[src/rtl/calc_pkg.sv]
// Shared types and constants for the PS/2 calculator controller: FSM states,
// ALU opcodes, scan-code set 2 constants and the decoded key class.
package calc_pkg;

   typedef enum logic [2:0] {
      StA    = 3'd0,
      StB    = 3'd1,
      StExec = 3'd2,
      StShow = 3'd3,
      StErr  = 3'd4
   } calc_state_e;

   typedef enum logic [2:0] {
      KeyNone,
      KeyDigit,
      KeyOp,
      KeyEnter,
      KeyClear
   } key_class_e;

   localparam logic [1:0] OpAdd = 2'd0;
   localparam logic [1:0] OpSub = 2'd1;
   localparam logic [1:0] OpMul = 2'd2;
   localparam logic [1:0] OpDiv = 2'd3;

   localparam logic [7:0] CodeBreak = 8'hF0;
   localparam logic [7:0] CodeExt   = 8'hE0;
   localparam logic [7:0] CodePlus  = 8'h79;
   localparam logic [7:0] CodeMinus = 8'h7B;
   localparam logic [7:0] CodeMul   = 8'h7C;
   localparam logic [7:0] CodeDiv   = 8'h4A;
   localparam logic [7:0] CodeEnter = 8'h5A;
   localparam logic [7:0] CodeClear = 8'h76;
   localparam logic [7:0] CodeD0    = 8'h70;
   localparam logic [7:0] CodeD1    = 8'h69;
   localparam logic [7:0] CodeD2    = 8'h72;
   localparam logic [7:0] CodeD3    = 8'h7A;
   localparam logic [7:0] CodeD4    = 8'h6B;
   localparam logic [7:0] CodeD5    = 8'h73;
   localparam logic [7:0] CodeD6    = 8'h74;
   localparam logic [7:0] CodeD7    = 8'h6C;
   localparam logic [7:0] CodeD8    = 8'h75;
   localparam logic [7:0] CodeD9    = 8'h7D;

   // Returns {hit, digit} for a keypad digit scan code.
   function automatic logic [4:0] scan_digit(input logic [7:0] code);
      logic [4:0] res;
      res = 5'd0;
      case (code)
         CodeD0:  res = {1'b1, 4'd0};
         CodeD1:  res = {1'b1, 4'd1};
         CodeD2:  res = {1'b1, 4'd2};
         CodeD3:  res = {1'b1, 4'd3};
         CodeD4:  res = {1'b1, 4'd4};
         CodeD5:  res = {1'b1, 4'd5};
         CodeD6:  res = {1'b1, 4'd6};
         CodeD7:  res = {1'b1, 4'd7};
         CodeD8:  res = {1'b1, 4'd8};
         CodeD9:  res = {1'b1, 4'd9};
         default: res = 5'd0;
      endcase
      return res;
   endfunction

endpackage

[src/rtl/calc_ctrl_if.sv]
// ALU handshake bundle between the calculator controller (master) and the
// arithmetic unit (slave).
interface calc_ctrl_if #(
   parameter int unsigned W = 16
);
   logic [W-1:0] alu_a;
   logic [W-1:0] alu_b;
   logic [1:0]   alu_op;
   logic         alu_start;
   logic         alu_done;
   logic [W-1:0] alu_result;
   logic         alu_err;

   modport master (
      output alu_a, alu_b, alu_op, alu_start,
      input  alu_done, alu_result, alu_err
   );

   modport slave (
      input  alu_a, alu_b, alu_op, alu_start,
      output alu_done, alu_result, alu_err
   );
endinterface

[src/rtl/calc_key_decode.sv]
// Scan-code byte decoder: tracks F0 (break) / E0 (extended) prefixes and maps
// make codes to key classes. Purely byte-driven; knows nothing of the FSM.
module calc_key_decode
   import calc_pkg::*;
(
   input  logic       clk,
   input  logic       rst,
   input  logic       code_valid,
   input  logic [7:0] code,
   output logic       key_valid,
   output key_class_e key_class,
   output logic [3:0] key_digit,
   output logic [1:0] key_op
);

   logic       brk_q, brk_d;
   logic       ext_q, ext_d;
   logic [4:0] dig;

   always_comb begin
      brk_d     = brk_q;
      ext_d     = ext_q;
      key_class = KeyNone;
      key_digit = 4'd0;
      key_op    = OpAdd;
      dig       = scan_digit(code);
      if (code_valid) begin
         if (code == CodeBreak) begin
            brk_d = 1'b1;
         end else if (code == CodeExt) begin
            ext_d = 1'b1;
         end else begin
            brk_d = 1'b0;
            ext_d = 1'b0;
            // Release bytes are swallowed whole.
            if (!brk_q) begin
               if (ext_q) begin
                  if (code == CodeDiv) begin
                     key_class = KeyOp;
                     key_op    = OpDiv;
                  end else if (code == CodeEnter) begin
                     key_class = KeyEnter;
                  end
               end else if (dig[4]) begin
                  key_class = KeyDigit;
                  key_digit = dig[3:0];
               end else begin
                  case (code)
                     CodePlus:  begin key_class = KeyOp; key_op = OpAdd; end
                     CodeMinus: begin key_class = KeyOp; key_op = OpSub; end
                     CodeMul:   begin key_class = KeyOp; key_op = OpMul; end
                     CodeEnter: key_class = KeyEnter;
                     CodeClear: key_class = KeyClear;
                     default:   key_class = KeyNone;
                  endcase
               end
            end
         end
      end
      key_valid = (key_class != KeyNone);
   end

   always_ff @(posedge clk or negedge rst) begin
      if (!rst) begin
         brk_q <= 1'b0;
         ext_q <= 1'b0;
      end else begin
         brk_q <= brk_d;
         ext_q <= ext_d;
      end
   end

endmodule

[src/rtl/calc_ctrl.sv]
// PS/2 calculator sequencer: builds operands A/B, runs one guarded ALU
// handshake and drives the display. Define CALC_CHAIN_EN to chain from a result.
module calc_ctrl
   import calc_pkg::*;
#(
   parameter int unsigned DIGITS  = 4,
   parameter int unsigned W       = 16,
   parameter int unsigned TIMEOUT = 1000
) (
   input  logic         clk,
   input  logic         rst,
   input  logic         code_valid,
   input  logic [7:0]   code,
   calc_ctrl_if.master  alu,
   output logic [W-1:0] disp_value,
   output logic         disp_neg,
   output logic         disp_err,
   output logic [2:0]   state_o
);

   localparam int unsigned CntW = $clog2(DIGITS + 1);
   localparam int unsigned TmoW = (TIMEOUT > 1) ? $clog2(TIMEOUT) : 1;
   localparam logic [CntW-1:0] MaxCnt  = CntW'(DIGITS);
   localparam logic [TmoW-1:0] TmoLast = TmoW'(TIMEOUT - 1);

   calc_state_e     state_q, state_d;
   logic [W-1:0]    acc_a_q, acc_a_d;
   logic [W-1:0]    acc_b_q, acc_b_d;
   logic [W-1:0]    result_q, result_d;
   logic [CntW-1:0] cnt_q, cnt_d;
   logic [1:0]      op_q, op_d;
   logic [TmoW-1:0] tmo_q, tmo_d;
   logic            clr;

   logic       key_valid;
   key_class_e key_class;
   logic [3:0] key_digit;
   logic [1:0] key_op;

   calc_key_decode u_key_decode (
      .clk        (clk),
      .rst        (rst),
      .code_valid (code_valid),
      .code       (code),
      .key_valid  (key_valid),
      .key_class  (key_class),
      .key_digit  (key_digit),
      .key_op     (key_op)
   );

   always_comb begin
      state_d  = state_q;
      acc_a_d  = acc_a_q;
      acc_b_d  = acc_b_q;
      result_d = result_q;
      cnt_d    = cnt_q;
      op_d     = op_q;
      tmo_d    = tmo_q;
      clr      = 1'b0;
      unique case (state_q)
         StA: if (key_valid) begin
            unique case (key_class)
               KeyDigit: if (cnt_q < MaxCnt) begin
                  acc_a_d = acc_a_q * W'(10) + W'(key_digit);
                  cnt_d   = cnt_q + CntW'(1);
               end
               KeyOp: if (cnt_q != '0) begin
                  op_d    = key_op;
                  cnt_d   = '0;
                  acc_b_d = '0;
                  state_d = StB;
               end
               KeyClear: clr = 1'b1;
               default: ;
            endcase
         end
         StB: if (key_valid) begin
            unique case (key_class)
               KeyDigit: if (cnt_q < MaxCnt) begin
                  acc_b_d = acc_b_q * W'(10) + W'(key_digit);
                  cnt_d   = cnt_q + CntW'(1);
               end
               KeyOp: if (cnt_q == '0) op_d = key_op;
               KeyEnter: if (cnt_q != '0) begin
                  tmo_d   = '0;
                  state_d = StExec;
               end
               KeyClear: clr = 1'b1;
               default: ;
            endcase
         end
         // Keys are dropped here; done beats a coincident timeout.
         StExec: begin
            if (alu.alu_done) begin
               if (alu.alu_err) begin
                  state_d = StErr;
               end else begin
                  result_d = alu.alu_result;
                  state_d  = StShow;
               end
            end else if (tmo_q == TmoLast) begin
               state_d = StErr;
            end else begin
               tmo_d = tmo_q + TmoW'(1);
            end
         end
         StShow: if (key_valid) begin
            unique case (key_class)
               KeyDigit: begin
                  acc_a_d = W'(key_digit);
                  acc_b_d = '0;
                  cnt_d   = CntW'(1);
                  op_d    = OpAdd;
                  state_d = StA;
               end
`ifdef CALC_CHAIN_EN
               KeyOp: begin
                  acc_a_d = result_q;
                  acc_b_d = '0;
                  op_d    = key_op;
                  cnt_d   = '0;
                  state_d = StB;
               end
`endif
               KeyClear: clr = 1'b1;
               default: ;
            endcase
         end
         StErr: if (key_valid && key_class == KeyClear) clr = 1'b1;
         default: state_d = StA;
      endcase
      if (clr) begin
         state_d = StA;
         acc_a_d = '0;
         acc_b_d = '0;
         cnt_d   = '0;
         op_d    = OpAdd;
      end
   end

   always_ff @(posedge clk or negedge rst) begin
      if (!rst) begin
         state_q  <= StA;
         acc_a_q  <= '0;
         acc_b_q  <= '0;
         result_q <= '0;
         cnt_q    <= '0;
         op_q     <= OpAdd;
         tmo_q    <= '0;
      end else begin
         state_q  <= state_d;
         acc_a_q  <= acc_a_d;
         acc_b_q  <= acc_b_d;
         result_q <= result_d;
         cnt_q    <= cnt_d;
         op_q     <= op_d;
         tmo_q    <= tmo_d;
      end
   end

   assign alu.alu_a     = acc_a_q;
   assign alu.alu_b     = acc_b_q;
   assign alu.alu_op    = op_q;
   assign alu.alu_start = (state_q == StExec) && (tmo_q == '0);

   // In EXEC the display keeps showing B, which was on screen when Enter hit.
   always_comb begin
      disp_value = '0;
      unique case (state_q)
         StA:     disp_value = acc_a_q;
         StB:     disp_value = (cnt_q != '0) ? acc_b_q : acc_a_q;
         StExec:  disp_value = acc_b_q;
         StShow:  disp_value = result_q;
         default: disp_value = '0;
      endcase
   end

   assign disp_neg = (state_q == StShow) && result_q[W-1];
   assign disp_err = (state_q == StErr);
   assign state_o  = state_q;

endmodule

[src/flat_wrapper.sv]
// flat-port wrapper written by rule: the top's interface ports become plain ports
module calc_ctrl_flat import calc_pkg::*;
#(
   parameter int unsigned DIGITS  = 4,
   parameter int unsigned W       = 16,
   parameter int unsigned TIMEOUT = 1000
)
  (clk, rst, code_valid, code, disp_value, disp_neg, disp_err, state_o, alu_alu_a, alu_alu_b, alu_alu_op, alu_alu_start, alu_alu_done, alu_alu_result, alu_alu_err);
  calc_ctrl_if #(.W(W)) alu_i ();
  input  logic clk;
  input  logic rst;
  input  logic code_valid;
  input  logic [7:0] code;
  output logic [W-1:0] disp_value;
  output logic disp_neg;
  output logic disp_err;
  output logic [2:0] state_o;
  output wire logic [$bits(alu_i.alu_a)-1:0] alu_alu_a;
  output wire logic [$bits(alu_i.alu_b)-1:0] alu_alu_b;
  output wire logic [$bits(alu_i.alu_op)-1:0] alu_alu_op;
  output wire logic [$bits(alu_i.alu_start)-1:0] alu_alu_start;
  input wire logic [$bits(alu_i.alu_done)-1:0] alu_alu_done;
  input wire logic [$bits(alu_i.alu_result)-1:0] alu_alu_result;
  input wire logic [$bits(alu_i.alu_err)-1:0] alu_alu_err;
  assign alu_alu_a = alu_i.alu_a;
  assign alu_alu_b = alu_i.alu_b;
  assign alu_alu_op = alu_i.alu_op;
  assign alu_alu_start = alu_i.alu_start;
  assign alu_i.alu_done = alu_alu_done;
  assign alu_i.alu_result = alu_alu_result;
  assign alu_i.alu_err = alu_alu_err;
  calc_ctrl #(.DIGITS(DIGITS), .W(W), .TIMEOUT(TIMEOUT)) u_core (.clk(clk), .rst(rst), .code_valid(code_valid), .code(code), .alu(alu_i), .disp_value(disp_value), .disp_neg(disp_neg), .disp_err(disp_err), .state_o(state_o));
endmodule
[config.mk]
export PLATFORM = sky130hd
export DESIGN_NAME = calc_ctrl_flat
export DESIGN_NICKNAME = d
export VERILOG_FILES = /design/src/rtl/calc_pkg.sv /design/src/rtl/calc_ctrl_if.sv /design/src/rtl/calc_key_decode.sv /design/src/rtl/calc_ctrl.sv /design/src/flat_wrapper.sv
export SDC_FILE = /design/constraint.sdc
export NUM_CORES = 1
export LEC_CHECK = 0
export BUFFER_PORTS_ARGS = -buffer_cell sky130_fd_sc_hd__buf_4
export CORE_AREA = 2 2 99 140
export CTS_CLUSTER_SIZE = 10
export DETAILED_ROUTE_END_ITERATION = 8
export DIE_AREA = 0 0 101 142
export PLACE_DENSITY = 0.64
export SLEW_MARGIN = 15
export SYNTH_ARGS = -nofsm -noshare
export SYNTH_HDL_FRONTEND = slang
export SYNTH_HIERARCHICAL = 1
export SYNTH_SLANG_ARGS = --single-unit
[constraint.sdc]
create_clock -name clk -period 3.7 [get_ports clk]
set_input_delay 0.37 -clock clk [delete_from_list [all_inputs] [get_ports clk]]
set_output_delay 0.37 -clock clk [all_outputs]
set_load 0.005 [all_outputs]
* After elaboration in Yosys (flattened, before gate mapping)
Cells that the tools add are included.
** Cells by class
- Magnitude comparators :: 1
- $add $sub $neg :: 4
- Multipliers :: 2
- Eq/ne operators :: 51
- Bitwise gates (word level) :: 2
- Multiplexer cells :: 89
- Reduce and logical (&&, ||, !) cells :: 22
** Operator list (count)
- $mux W16 :: 16
- $eq A8 B7 Y1 const B :: 16
- $mux W3 :: 26
- $pmux W16 S4 :: 1
- $mux W10 :: 5
- $pmux W5 S10 :: 1
- $pmux W16 S3 :: 1
- $mux W2 :: 18
- $add A16 B4 Y16 :: 2
- $mul A16 B3 Y15 const B :: 2
- $pmux W16 S2 :: 1
- $mux W4 :: 6
- $ne A3 B1 Y1 const B :: 8
- $pmux W10 S2 :: 1
- $ne A3 B2 Y1 const B :: 6
- $pmux W3 S3 :: 2
- $reduce_and A9 Y1 :: 2
- $eq A8 B8 Y1 const B :: 2
- $pmux W3 S5 :: 1
- $eq A3 B2 Y1 const B :: 4
- $reduce_and A6 Y1 :: 2
- $add A10 B1 Y10 const B :: 1
- $eq A10 B10 Y1 const B :: 1
- $logic_not A10 Y1 :: 1
- other kinds (24) :: 45
** Storage, ports and cells
- Output and inout bits :: 56
- Bits in registers :: 68
- Bits of input ports :: 29

* Longest topological paths before layout
- Depth after elaboration :: 15
- Gate-level depth with buffers :: 17

* Cells and area by module
The synthesis kept the hierarchy.
** Modules (own cells, without submodules)
- calc_ctrl :: times used 1, sequential area each 1651.6 µm², area an instance 5298.8 µm², cells each 597
- calc_key_decode :: times used 1, sequential area each 50.0 µm², area an instance 495.5 µm², cells each 67

* Least setup slack after synthesis
Ideal clock, no wire load.
- Path type :: in2reg
- From :: input code[2]
- To :: register u_core.acc_b_q[15] (netlist: u_core/alu.alu_b[15])
- Stages on the path :: 16
- Buffers on the path :: 2
- Setup slack :: 87 ps
- Data arrival time :: 3481 ps
- Required time :: 3568 ps
- Cells stage by stage :: buf_2 nor4_1 a41oi_2 nand2b_1 buf_4 nor4_1 inv_1 fa_1 nor2b_1 o2111ai_1 inv_1 and3_1 nand3_1 nor4_1 mux2i_1 nand4_1
** On the way
- Elaborated cells on any way between the ends :: 60
- Classes of those cells :: add/sub: 1; eq/ne: 29; mux: 25; reduce/logical: 5
** RTL lines
- start: declaration :: RTL line flat_wrapper.sv:13 : input logic [7:0] code;
- $eq A8 B7 Y1 :: RTL line calc_pkg.sv:49 : case (code)
- $pmux W5 S10 :: RTL line calc_pkg.sv:49
- $mux W4 :: RTL line calc_key_decode.sv:44 : end else if (dig[4]) begin
- $mux W4 :: RTL line calc_key_decode.sv:37 : if (ext_q) begin
- $mux W4 :: RTL line calc_key_decode.sv:36 : if (!brk_q) begin
- $mux W4 :: RTL line calc_key_decode.sv:30 : end else if (code == CodeExt) begin
- $mux W4 (*) :: RTL line calc_key_decode.sv:28 : if (code == CodeBreak) begin
- $mux W4 (*) :: RTL line calc_key_decode.sv:27 : if (code_valid) begin
- via u_core.key_digit[2] :: RTL line calc_ctrl.sv:37 : logic [3:0] key_digit;
- $add A16 B4 Y16 (*) :: RTL line calc_ctrl.sv:80 : acc_b_d = acc_b_q * W'(10) + W'(key_digit);
- $mux W16 (*) :: RTL line calc_ctrl.sv:79 : KeyDigit: if (cnt_q < MaxCnt) begin
- $mux W16 (*) :: RTL line calc_ctrl.sv:78 : unique case (key_class)
- $mux W16 (*) :: RTL line calc_ctrl.sv:77 : StB: if (key_valid) begin
- $pmux W16 S3 (*) :: RTL line calc_ctrl.sv:60 : unique case (state_q)
- $mux W16 (*) :: RTL line calc_ctrl.sv:132 : if (clr) begin
- end signal: assignment :: RTL line calc_ctrl.sv:145 : acc_b_q <= '0;
- end signal: assignment :: RTL line calc_ctrl.sv:153 : acc_b_q <= acc_b_d;
- end: declaration :: RTL line calc_ctrl.sv:28 : logic [W-1:0] acc_b_q, acc_b_d;
The timed path passes the listed nets; every way through them passes the cells marked *. The select of a mux whose other input is x is not followed.
A chain may end at the register's enable or synchronous reset.

* Worst setup path after layout
- From :: register u_core.acc_a_q[3] (netlist: u_core/alu.alu_a[3])
- To :: register u_core.acc_a_q[15] (netlist: u_core/alu.alu_a[15])
** On the way
- Word-level cells in the longest chain between the ends :: 7
** Ends and longest elaborated chain
- start: declaration :: RTL line calc_ctrl.sv:27 : logic [W-1:0] acc_a_q, acc_a_d;
- start signal: assignment :: RTL line calc_ctrl.sv:144 : acc_a_q <= '0;
- start signal: assignment :: RTL line calc_ctrl.sv:152 : acc_a_q <= acc_a_d;
- $mul A16 B3 Y15 :: RTL line calc_ctrl.sv:64 : acc_a_d = acc_a_q * W'(10) + W'(key_digit);
- $add A16 B4 Y16 :: RTL line calc_ctrl.sv:64
- $mux W16 :: RTL line calc_ctrl.sv:63 : KeyDigit: if (cnt_q < MaxCnt) begin
- $mux W16 :: RTL line calc_ctrl.sv:62 : unique case (key_class)
- $mux W16 :: RTL line calc_ctrl.sv:61 : StA: if (key_valid) begin
- $pmux W16 S2 :: RTL line calc_ctrl.sv:60
- $mux W16 :: RTL line calc_ctrl.sv:132
No other way between the ends. The select of a mux whose other input is x is not followed.

==> results.yml <==
outcome:
  status: "finished clean"
logic_synthesis:
  synth_warnings: 6
  synth_seq_cells: 68
  netlist.area_leader.share: 0.2937
  avgSynthCellArea_sq_um: 8.726
  yosys.cell_count.top_type: "dfrtp_1"
  netlist_instances: 664
  yosysSeqAreaShare: 0.2937
  async_flop_share: 1.000
  synthTopCellsByArea: "dfrtp_1 29%, ha_1 12%, xnor2_1 4.2%"
  synth-main-ff-cell: "dfrtp_1"
  synth_top_area_cell: "dfrtp_1"
  netlist_top_cells_count: "68 x dfrtp_1, 65 x nand2_1, 56 x ha_1"
  syn_nets: 753
  synth_edf_count: 0
  netlist_area_sq_um: 5794
  ys_types: 78
finish:
  fin_nets: 850
  final_area_sq_um: 7042
  antenna_cells: 0
  area_growth_pct: 21.53
  fin_util: 0.5360
  drive_gt1_frac: 0.2154
timing:
  drv_slew: 0
  slew_headroom: 0.4072
  fin_tns_setup_ns: 0
  tightestPinTransition_ns: 0.8891
  setup_viol: 0
  finalHoldViolCount: 0
  fin_ws_ns: 0.2262
  period_needed_ns: 3.474
  rsz0062_at_grt: "no"
  fin_skew_ns: 0.008337
  fin_crit_sh: 0.9389
  fmax_mhz: 287.9
detailed_routing:
  vias: 5518
  drc_errors: 0
  firstDrtPassIters: 7
  ant_nets: 0
  drtIter0Drc: 273
  viasPerCell: 5.985
  wl_per_cell_um: 17.23
  finalWirelength_mm: 15.89
placement:
  dp_hpwl_mm: 12.19
  dpl_worst_slack_ns: 0.01683
  portBuffers: 84
  place_congestion: 0.8959
  postPlaceCellArea_sq_um: 6720
clock_tree:
  cts_root_buf: "clkbuf_16"
  numCtsBuffers: 9
  cts_tree: "built"
  clock_latency_ns: 0.34
  postCtsSetupRepairBufs: 0
  htree_num_levels: 3
  cts_hold_buf: 0
  clkSinkCount: 68
  cts.clk_slew.worst_paths_ns: 0.07
  clockBufferDepth: 2
floorplan:
  dieArea_sq_um: 14340
  pin_count: 85
  fp-row-count: 50
  start_util: 0.4410
  die_height_um: 142
  core_area_sq_um: 13140
  die_w_um: 101
grt:
  grt_max_degree: 69
  antenna_found_initial: 0
  grt_pass1_wl_mm: 25.90
  track_usage: 0.2264
  gr-total-overflow: 0
  grt_pass1_vias: 5322
job:
  drv_cap: 0
worst_setup_path:
  crit_required_ns: 3.90
  r2r_start: "u_core/alu.alu_a[3]"
  arrival_ns: 3.68
  timing.rr.end: "u_core/alu.alu_a[15]"
  critPathKind: "reg -> reg"
  r2r_cells: 11
  crit_fanout: 5
  cp-start-kind: "register"
  worstSetupEndpointType: "register"
  r2r_setup_slack_ns: 0.23
power:
  fin_total_pwr_w: 0.001785
  power_density_nw_per_um2: 253.5
  p_leak_nw: 3.431
  ir_worst_vdd_mv: 0.1868
hold_path:
  hold_path.class: "in -> async"
-- how the worst max path moves through the flow --
stage                              startpoint              endpoint  cells after the start  slack, ns
floorplan                             code[2]  u_core/alu.alu_b[15]                     16       0.09
global placement                      code[0]  u_core/alu.alu_b[15]                     18       0.11
detailed placement                    code[0]  u_core/alu.alu_b[15]                     18       0.02
CTS                 u_core/u_key_decode/ext_q  u_core/alu.alu_a[15]                     12       0.19
global route                          code[0]  u_core/alu.alu_b[15]                     18     0.0003
finish                    u_core/alu.alu_a[3]  u_core/alu.alu_a[15]                     11       0.23
-- where the power goes --
group | leakage [nW] | switching (W) | internal, W
Sequential | 0.930 | 0.00000996 | 0.000754
Clock | 0.147 | 0.000354 | 0.000531
Combinational | 2.35 | 0.0000750 | 0.0000614
-- worst max-delay path, cell delays in order, from the launching register on --
cell and delay (ns):
dfrtp_1 0.45, ha_1 0.31, ha_1 0.23, fa_1 0.42, a21oi_1 0.25, o211a_1 0.27, xnor2_1 0.13, nor4_1 0.35
and3_1 0.27, a31oi_1 0.09, a2111oi_0 0.47, nand2_1 0.10
-- layout make-up --
class | instances | area (sq um)
timing repair buffer | 114 | 859.6
clock inverter | 7 | 81.33
multi-input combinational | 528 | 3829
sequential | 68 | 1702
fill | 1211 | 6096
inverter | 40 | 150.1
tap | 156 | 195.2
clock buffer | 9 | 225.2
-- placed cells by master (no fill, tap or decap), drive strengths merged, types with 4 or more instances in the layout --
cell	instances
nor3b	8
or4	5
o21ai	49
nor4	10
buf	114
nor2	41
and3	7
nor2b	11
nand2b	14
nand3b	4
nor3	17
a21o	11
a222oi	15
ha	56
clkbuf	9
nand2	65
dfrtp	68
and2	5
nand4	7
a31oi	7
a211oi	6
nand3	18
xnor2	28
xor2	16
o31ai	7
a21oi	35
inv	43
fa	4
mux2	16
-- cells by family after synthesis --
family,count (synthesis),synth area share
AO/OA/AOI/OAI,177,0.2121
adder cells (fa/ha/maj),60,0.1347
flip-flops,68,0.2937
XOR/XNOR,44,0.06651
buffers and inverters,68,0.04837
multiplexers,18,0.03455
AND/OR/NAND/NOR,229,0.2101
-- timing repair --
| action | 4_1_cts | 5_1_grt |
|---|---|---|
| setup endpoints to repair | 0 | 2 |
| hold endpoints to repair | 0 | 0 |
| gates resized for setup | 0 | 4 |
-- through the flow --
step,instances,hold slack (ns)
after floorplan,664,0.07441
after global placement,906,0.4875
after detailed placement,906,0.4811
after CTS,922,0.1906
after global routing,922,0.2220
final,922,0.1360
-- per-layer routing --
metal | track usage | vias up | part of all wire
met5 | 0 | - | 0
met1 | 0.2780 | 2664 | 0.40
li1 | - | 2645 | -
met2 | 0.4014 | 182 | 0.52
met3 | 0.03193 | 27 | 0.050
met4 | 0.07895 | 0 | 0.024
-- sequential cells by signal, indices dropped and copies added, names as in the netlist --
| signal | cells |
|---|---|
| u_core/result_q | 16 |
| u_core/alu.alu_a | 16 |
| u_core/state_o | 3 |
| u_core/tmo_q | 10 |
| u_core/alu.alu_op | 2 |
| u_core/u_key_decode/brk_q | 1 |
| u_core/cnt_q | 3 |
| u_core/alu.alu_b | 16 |
| u_core/u_key_decode/ext_q | 1 |
No activity file was read; power rests on OpenSTA's default activity.
